===== config.mk =====
export PLATFORM = sky130hd
export DESIGN_NAME = data_ram_ctrl_flat
export DESIGN_NICKNAME = d
export VERILOG_FILES = /design/src/rtl/data_ram_ctrl_pkg.sv /design/src/rtl/data_ram_ctrl_if.sv /design/src/rtl/data_ram_ctrl_ram_array.sv /design/src/rtl/data_ram_ctrl.sv /design/src/flat_wrapper.sv
export SDC_FILE = /design/constraint.sdc
export NUM_CORES = 2
export LEC_CHECK = 0
export ABC_AREA = 0
export CORE_MARGIN = 5
export CORE_UTILIZATION = 30
export CTS_CLUSTER_DIAMETER = 50
export CTS_CLUSTER_SIZE = 14
export DETAILED_ROUTE_END_ITERATION = 8
export PLACE_DENSITY = 0.42
export SYNTH_ARGS = -nofsm -noshare
export SYNTH_HDL_FRONTEND = slang
export SYNTH_SLANG_ARGS = --single-unit
export TNS_END_PERCENT = 10

===== constraint.sdc =====
create_clock -name clk -period 12.82 [get_ports clk]
set_clock_uncertainty 0.1 [all_clocks]
set_input_delay 2.564 -clock clk [delete_from_list [all_inputs] [get_ports clk]]
set_output_delay 2.564 -clock clk [all_outputs]
set_load 0.03 [all_outputs]

===== src/rtl/data_ram_ctrl_pkg.sv =====
// Shared definitions for the data-RAM responder: word/address widths,
// default geometry and latencies, controller state type and a range helper.
package data_ram_ctrl_pkg;

    localparam int DATA_WIDTH     = 8;
    localparam int BUS_WIDTH      = 8;
    localparam int RAM_DEPTH_DEF  = 256;
    localparam int RD_LATENCY_DEF = 1;
    localparam int WR_LATENCY_DEF = 1;

    typedef enum logic {RIDLE, RACTIVE} RamState;

    // True when a full-width address falls inside a storage array of 'depth' words.
    function automatic logic addr_in_range(input logic [BUS_WIDTH-1:0] addr, input int depth);
        return ({{(32-BUS_WIDTH){1'b0}}, addr} < depth[31:0]);
    endfunction

endpackage


===== src/rtl/data_ram_ctrl_if.sv =====
// Core <-> data-RAM request/response bundle. The core side is the master,
// the RAM controller is the slave.
interface data_ram_ctrl_if;
    import data_ram_ctrl_pkg::*;

    logic                  ram_rd_en;
    logic                  ram_wr_en;
    logic [BUS_WIDTH-1:0]  addr_rd;
    logic [BUS_WIDTH-1:0]  addr_wr;
    logic [DATA_WIDTH-1:0] data_wr;
    logic [DATA_WIDTH-1:0] data_rd;
    logic                  rd_valid;
    logic                  ram_busy;
    logic                  err;

    modport master (
        output ram_rd_en, ram_wr_en, addr_rd, addr_wr, data_wr,
        input  data_rd, rd_valid, ram_busy, err
    );

    modport slave (
        input  ram_rd_en, ram_wr_en, addr_rd, addr_wr, data_wr,
        output data_rd, rd_valid, ram_busy, err
    );

endinterface


===== src/rtl/data_ram_ctrl_ram_array.sv =====
// DEPTH x DATA_WIDTH storage: one synchronous write port, one combinational
// read port. Out-of-range reads return zero and out-of-range writes are ignored,
// so a short array never aliases onto its low addresses. Contents are not reset.
module ram_array
    import data_ram_ctrl_pkg::*;
#(
    parameter int DEPTH = RAM_DEPTH_DEF
) (
    input  logic                  clk,
    input  logic                  we,
    input  logic [BUS_WIDTH-1:0]  waddr,
    input  logic [DATA_WIDTH-1:0] wdata,
    input  logic [BUS_WIDTH-1:0]  raddr,
    output logic [DATA_WIDTH-1:0] rdata
);

    localparam int IDX_W = (DEPTH > 1) ? $clog2(DEPTH) : 1;

    logic [DATA_WIDTH-1:0] mem [DEPTH];
    logic [IDX_W-1:0]      widx;
    logic [IDX_W-1:0]      ridx;

    assign widx = waddr[IDX_W-1:0];
    assign ridx = raddr[IDX_W-1:0];

    // Asynchronous read, guarded against addresses beyond the array.
    always_comb begin
        rdata = '0;
        if (addr_in_range(raddr, DEPTH)) rdata = mem[ridx];
    end

    // Synchronous write of in-range addresses only.
    always_ff @(posedge clk) begin
        if (we && addr_in_range(waddr, DEPTH)) mem[widx] <= wdata;
    end

endmodule


===== src/rtl/data_ram_ctrl.sv =====
// Responder end of the core's data-RAM interface. Accepts one read and/or write
// request while idle, snapshots the read word at the accept edge (so a same-address
// write never leaks into the read), then counts down the longer of the active
// latencies, delivering the read and committing the write each at its own latency.
module data_ram_ctrl
    import data_ram_ctrl_pkg::*;
#(
    parameter int RAM_DEPTH  = RAM_DEPTH_DEF,
    parameter int RD_LATENCY = RD_LATENCY_DEF,
    parameter int WR_LATENCY = WR_LATENCY_DEF
) (
    input  logic            clk,
    input  logic            rstn,
    data_ram_ctrl_if.slave  bus
);

    localparam logic [3:0] RD_LAT = 4'(RD_LATENCY);
    localparam logic [3:0] WR_LAT = 4'(WR_LATENCY);

    RamState               state;
    logic [3:0]            cnt;
    logic [3:0]            rd_fire;
    logic [3:0]            wr_fire;
    logic                  rd_pend;
    logic                  wr_pend;
    logic                  busy;
    logic                  rd_valid;
    logic                  err;
    logic [DATA_WIDTH-1:0] data_rd;

    logic [BUS_WIDTH-1:0]  waddr_q;
    logic [DATA_WIDTH-1:0] wdata_q;
    logic [DATA_WIDTH-1:0] rd_word;
    logic                  wr_ok;

    logic                  accept;
    logic                  rd_in;
    logic                  wr_in;
    logic [3:0]            lat;
    logic                  rd_done;
    logic                  wr_commit;
    logic [DATA_WIDTH-1:0] arr_rdata;

    assign accept = !busy && (bus.ram_rd_en || bus.ram_wr_en);
    assign rd_in  = addr_in_range(bus.addr_rd, RAM_DEPTH);
    assign wr_in  = addr_in_range(bus.addr_wr, RAM_DEPTH);

    // Request latency is the longer of the latencies of the operations present.
    always_comb begin
        lat = 4'd0;
        if (bus.ram_rd_en) lat = RD_LAT;
        if (bus.ram_wr_en && (WR_LAT > lat)) lat = WR_LAT;
    end

    // cnt runs lat..1; an operation of latency X fires when cnt == lat - X + 1.
    assign rd_done   = (state == RACTIVE) && rd_pend && (cnt == rd_fire);
    assign wr_commit = (state == RACTIVE) && wr_pend && wr_ok && (cnt == wr_fire);

    // Control FSM: accept, countdown, completion and output pulses.
    always_ff @(posedge clk or negedge rstn) begin
        if (!rstn) begin
            state    <= RIDLE;
            cnt      <= 4'd0;
            rd_fire  <= 4'd0;
            wr_fire  <= 4'd0;
            rd_pend  <= 1'b0;
            wr_pend  <= 1'b0;
            busy     <= 1'b0;
            rd_valid <= 1'b0;
            err      <= 1'b0;
            data_rd  <= '0;
        end else begin
            rd_valid <= 1'b0;
            err      <= 1'b0;
            case (state)
                RIDLE: begin
                    if (accept) begin
                        state   <= RACTIVE;
                        busy    <= 1'b1;
                        cnt     <= lat;
                        rd_fire <= lat - RD_LAT + 4'd1;
                        wr_fire <= lat - WR_LAT + 4'd1;
                        rd_pend <= bus.ram_rd_en;
                        wr_pend <= bus.ram_wr_en;
                        err     <= (bus.ram_rd_en && !rd_in) || (bus.ram_wr_en && !wr_in);
                    end
                end
                RACTIVE: begin
                    cnt <= cnt - 4'd1;
                    if (rd_done) begin
                        data_rd  <= rd_word;
                        rd_valid <= 1'b1;
                    end
                    if (cnt == 4'd1) begin
                        state   <= RIDLE;
                        busy    <= 1'b0;
                        rd_pend <= 1'b0;
                        wr_pend <= 1'b0;
                    end
                end
                default: state <= RIDLE;
            endcase
        end
    end

    // Request data latches: write target/data and the read snapshot, taken on accept.
    always_ff @(posedge clk) begin
        if (accept) begin
            waddr_q <= bus.addr_wr;
            wdata_q <= bus.data_wr;
            wr_ok   <= wr_in;
            rd_word <= rd_in ? arr_rdata : '0;
        end
    end

    ram_array #(
        .DEPTH (RAM_DEPTH)
    ) u_array (
        .clk   (clk),
        .we    (wr_commit),
        .waddr (waddr_q),
        .wdata (wdata_q),
        .raddr (bus.addr_rd),
        .rdata (arr_rdata)
    );

    assign bus.data_rd  = data_rd;
    assign bus.rd_valid = rd_valid;
    assign bus.ram_busy = busy;
    assign bus.err      = err;

endmodule


===== src/flat_wrapper.sv =====
// flat-port wrapper written by rule: the top's interface ports become plain ports
module data_ram_ctrl_flat import data_ram_ctrl_pkg::*;
#(
    parameter int RAM_DEPTH  = RAM_DEPTH_DEF,
    parameter int RD_LATENCY = RD_LATENCY_DEF,
    parameter int WR_LATENCY = WR_LATENCY_DEF
)
  (clk, rstn, bus_ram_rd_en, bus_ram_wr_en, bus_addr_rd, bus_addr_wr, bus_data_wr, bus_data_rd, bus_rd_valid, bus_ram_busy, bus_err);
  data_ram_ctrl_if bus_i ();
  input  logic clk;
  input  logic rstn;
  input wire logic [$bits(bus_i.ram_rd_en)-1:0] bus_ram_rd_en;
  input wire logic [$bits(bus_i.ram_wr_en)-1:0] bus_ram_wr_en;
  input wire logic [$bits(bus_i.addr_rd)-1:0] bus_addr_rd;
  input wire logic [$bits(bus_i.addr_wr)-1:0] bus_addr_wr;
  input wire logic [$bits(bus_i.data_wr)-1:0] bus_data_wr;
  output wire logic [$bits(bus_i.data_rd)-1:0] bus_data_rd;
  output wire logic [$bits(bus_i.rd_valid)-1:0] bus_rd_valid;
  output wire logic [$bits(bus_i.ram_busy)-1:0] bus_ram_busy;
  output wire logic [$bits(bus_i.err)-1:0] bus_err;
  assign bus_i.ram_rd_en = bus_ram_rd_en;
  assign bus_i.ram_wr_en = bus_ram_wr_en;
  assign bus_i.addr_rd = bus_addr_rd;
  assign bus_i.addr_wr = bus_addr_wr;
  assign bus_i.data_wr = bus_data_wr;
  assign bus_data_rd = bus_i.data_rd;
  assign bus_rd_valid = bus_i.rd_valid;
  assign bus_ram_busy = bus_i.ram_busy;
  assign bus_err = bus_i.err;
  data_ram_ctrl #(.RAM_DEPTH(RAM_DEPTH), .RD_LATENCY(RD_LATENCY), .WR_LATENCY(WR_LATENCY)) u_core (.clk(clk), .rstn(rstn), .bus(bus_i));
endmodule

==> reports/qor.csv <==
stage,metric,value,unit
placed_design,Routability Congestion,0.7576,
global_routing,largest net degree at the start of global routing,189,
global_routing,initial antenna violation count,17,
status,status,"finished, violations left",
routing,drt total wl,225.2,mm
worst_setup_path,critical path startpoint category,input port,
timing,Final Worst Setup Slack,6.432,ns
timing,final hold violations,0,
worst_setup_path,CP required,13.28,ns
routing,DRC Markers,0,
hold_path,hold path endpoint,u_core.bus.data_rd[4]$_DFFE_PN0P_,
clock_network,CTS-repair resized insts,0,
synthesis,Netlist Area Pre-Place,0.08073,mm²
die,Top Ports,39,
synthesis,syn avg cell area,21.21,µm²
synthesis,Yosys Warn Count,0,
timing,f_max,156.6,MHz
worst_setup_path,CP endpoint kind,flip-flop,
pwr,total power,15780,µW
final_layout,Non-Filler Instances,7665,
clock_network,# H-tree levels,4,
die,core box area,0.2679,mm²
worst_setup_path,CP Data Arrival Time,6.85,ns
synthesis,count of cell types in the netlist,65,
synthesis,Post-synth EDFFs,2072,
routing,DRT iter0 DRCs,3411,
pwr,P_leak,0.02809,µW
routing,Routed wire per std cell,29.38,µm
timing,setup_tns,0,ns
die,die width,528.8,µm
placed_design,IO buf count,37,
worst_setup_path,worst reg2reg setup slack,8.63,ns
die,effective utilization at floorplan,0.3013,
final_layout,P&R area growth vs syn,14.49,%
clock_network,clock sink count,2090,
global_routing,first-pass GRT wire length,315.7,mm
synthesis,Syn Inst Count,3807,
synthesis,#FFs+latches synth,2090,
die,DIE HEIGHT,528.8,µm
routing,post-route ant nets,0,
die,num rows,190,
routing,router iterations before antenna repair,7,
status,violated checks,"capacitance limit, slew limit",
synthesis,sequential area share after synthesis,0.7763,
final_layout,area of the multi-input gates,0.01668,mm²
worst_setup_path,Setup CP Type,in -> reg,
pwr,VDD IR max,0.1438,mV
die,DIE AREA,0.2796,mm²
final_layout,"Net count, final",3957,
timing,"Slew Viols, Final",2,
clock_network,TritonCTS buffer count,224,
clock_network,CTS root buffer,clkbuf_16,
timing,Slew HR,-0.09495,
job,Max Cap Violations,1,
worst_setup_path,worst setup path startpoint,bus_addr_rd[0],
synthesis,syn nets,3837,
synthesis,async set-reset flop share out of synthesis,0.008612,
final_layout,most frequent cells in the layout,"edfxtp_1, mux4_2, nor2_1, clkbuf_16, a22oi_1",
timing,Final period util,0.4983,
timing,actual transition at the worst max-transition pin,1.627,ns
synthesis,"Top FF cell, synth",edfxtp_1,
final_layout,"commonest non-fill, non-tap cell in the layout",edfxtp_1,
worst_setup_path,RR Endpoint,u_core.u_array.mem[73][5]$_DFFE_PP_,
clock_network,setup repair bufs after CTS,0,
routing,Vias/cell,5.009,
pwr,PD cells,170.7,mW/mm²
clock_network,Worst-Skew Late Latency,0.87,ns
worst_setup_path,crit path max fanout,71,
worst_setup_path,Crit Reg-Reg Startpoint,u_core.state$_DFF_PN0_,
global_routing,GRT Total Usage,0.1584,
hold_path,Worst Hold Path Cells,2,
placed_design,hpwl dp,132.0,mm
placed_design,DP Cell Count,7253,
clock_network,"Reg clk slew, reported paths",0.06,ns
final_layout,share of cells above drive strength 1,0.2343,
timing,RSZ-0062 raised after global routing,no,
routing,vias,38395,
clock_network,CTS tree,built,
timing,final setup fails,0,
worst_setup_path,worst r2r path cells,7,
global_routing,total gr overflow,0,
global_routing,vias in the first global route,39787,
final_layout,area occupied by registers,0.06267,mm²
placed_design,Setup WS pre-CTS,5.555,ns
clock_network,clock buffer depth,3,
timing,Final Critical Period,6.388,ns
hold_path,Hold Crit Class,reg -> reg,
final_layout,fillers,24977,
clock_network,hold buffer count at CTS,0,
hold_path,beginning of the worst hold path,u_core.bus.data_rd[4]$_DFFE_PN0P_,
[worst max-delay path by stage]
stage / to / slack [ns]
6_report: u_core.rd_word[3]$_DFFE_PP_ / 6.43
5_1_grt: u_core.rd_word[0]$_DFFE_PP_ / 6.24
4_1_cts: u_core.rd_word[3]$_DFFE_PP_ / 6.48
3_5_place_dp: u_core.rd_word[3]$_DFFE_PP_ / 5.55
3_3_place_gp: u_core.rd_word[7]$_DFFE_PP_ / 5.57
2_1_floorplan: u_core.rd_word[0]$_DFFE_PP_ / 8.13
[metrics by stage]
| step | cell area (µm²) | utilization | hold slack, ns |
|---|---|---|---|
| 2_1_floorplan | 80730 | - | 0.3146 |
| 3_3_place_gp | 84980 | 0.3172 | 0.3637 |
| 3_5_place_dp | 84980 | 0.3172 | 0.3673 |
| 4_1_cts | 92420 | 0.3450 | 0.3829 |
| 5_1_grt | 92430 | 0.3450 | 0.4110 |
| 6_report | 92430 | 0.3450 | 0.3769 |
[critical path, cell delays in order]
cell	delay (ns)
buf_8	0.63
buf_12	0.55
buf_12	0.52
mux4_2	0.60
a22o_1	0.30
a221oi_2	0.26
o32ai_1	0.18
a211oi_1	0.83
nor3_1	0.10
[synthesized netlist by cell type, drive strengths merged, types with 2 or more instances]
| master | count | area (µm²) |
|---|---|---|
| a211o | 6 | 52.55 |
| a211oi | 22 | 165.2 |
| a21boi | 5 | 37.54 |
| a21o | 6 | 45.04 |
| a21oi | 75 | 375.4 |
| a221oi | 25 | 250.2 |
| a22o | 28 | 245.2 |
| a22oi | 148 | 1111 |
| a311oi | 2 | 17.52 |
| a31oi | 14 | 87.58 |
| and2 | 3 | 18.77 |
| and3b | 3 | 26.28 |
| and4 | 2 | 17.52 |
| buf | 129 | 1091 |
| clkbuf | 101 | 379.1 |
| clkinv | 2 | 7.510 |
| dfrtp | 18 | 450.4 |
| edfxtp | 2072 | 62220 |
| ha | 2 | 25.02 |
| inv | 8 | 30.03 |
| mux2 | 8 | 90.09 |
| mux2i | 110 | 1101 |
| mux4 | 450 | 10150 |
| nand2 | 95 | 356.6 |
| nand2b | 4 | 25.02 |
| nand3 | 17 | 85.08 |
| nand3b | 4 | 33.78 |
| nor2 | 280 | 1051 |
| nor2b | 13 | 81.33 |
| nor3 | 13 | 65.06 |
| nor3b | 3 | 27.52 |
| nor4 | 10 | 68.81 |
| o211ai | 5 | 37.54 |
| o21a | 5 | 37.54 |
| o21ai | 23 | 115.1 |
| o221ai | 33 | 289.0 |
| o22ai | 21 | 131.4 |
| o2bb2ai | 5 | 43.79 |
| o31ai | 5 | 37.54 |
| o32ai | 10 | 87.58 |
| or2 | 6 | 37.54 |
| or3 | 3 | 18.77 |
| or3b | 2 | 17.52 |
[layout make-up]
cell class	instances	area share
timing repair buffer	124	0.01240
antenna	3	0.00008122
clock inverter	165	0.01827
clock buffer	244	0.06225
multi-input combinational	1477	0.1805
tap	3552	0.04808
inverter	10	0.0004061
sequential	2090	0.6780
[cell families after synthesis]
| group | after synthesis | share of synthesized area |
|---|---|---|
| buffers and inverters | 240 | 0.01868 |
| flip-flops | 2090 | 0.7763 |
| XOR/XNOR | 1 | 0.0001085 |
| multiplexers | 568 | 0.1405 |
| AND/OR/NAND/NOR | 462 | 0.02432 |
| AO/OA/AOI/OAI | 443 | 0.03980 |
| other | 1 | 0.00004645 |
| adder cells (fa/ha/maj) | 2 | 0.0003099 |
[power breakdown]
group	switching, µW	internal (µW)
Clock	2880	3660
Sequential	64.5	7940
Combinational	947	282
Total	3890	11900
[state kept, by name, summed over array words and instances, names as in the netlist]
| name | count |
|---|---|
| u_core.bus.ram_busy | 1 |
| u_core.wdata_q | 8 |
| u_core.bus.rd_valid | 1 |
| u_core.rd_word | 8 |
| u_core.cnt | 4 |
| u_core.wr_pend | 1 |
| u_core.state | 1 |
| u_core.waddr_q | 8 |
| u_core.u_array.mem | 2048 |
| u_core.bus.data_rd | 8 |
| u_core.rd_fire | 1 |
| u_core.rd_pend | 1 |
[layer usage]
layer  vias to the layer above  track usage  part of all wire
met3                       318      0.03573             0.060
met2                       972       0.2517              0.47
met1                     20849       0.2213              0.45
met5                         -            0           0.00012
met4                         4      0.03900             0.024
li1                      16252            -                 -
Power figures use the tool's default switching activity.
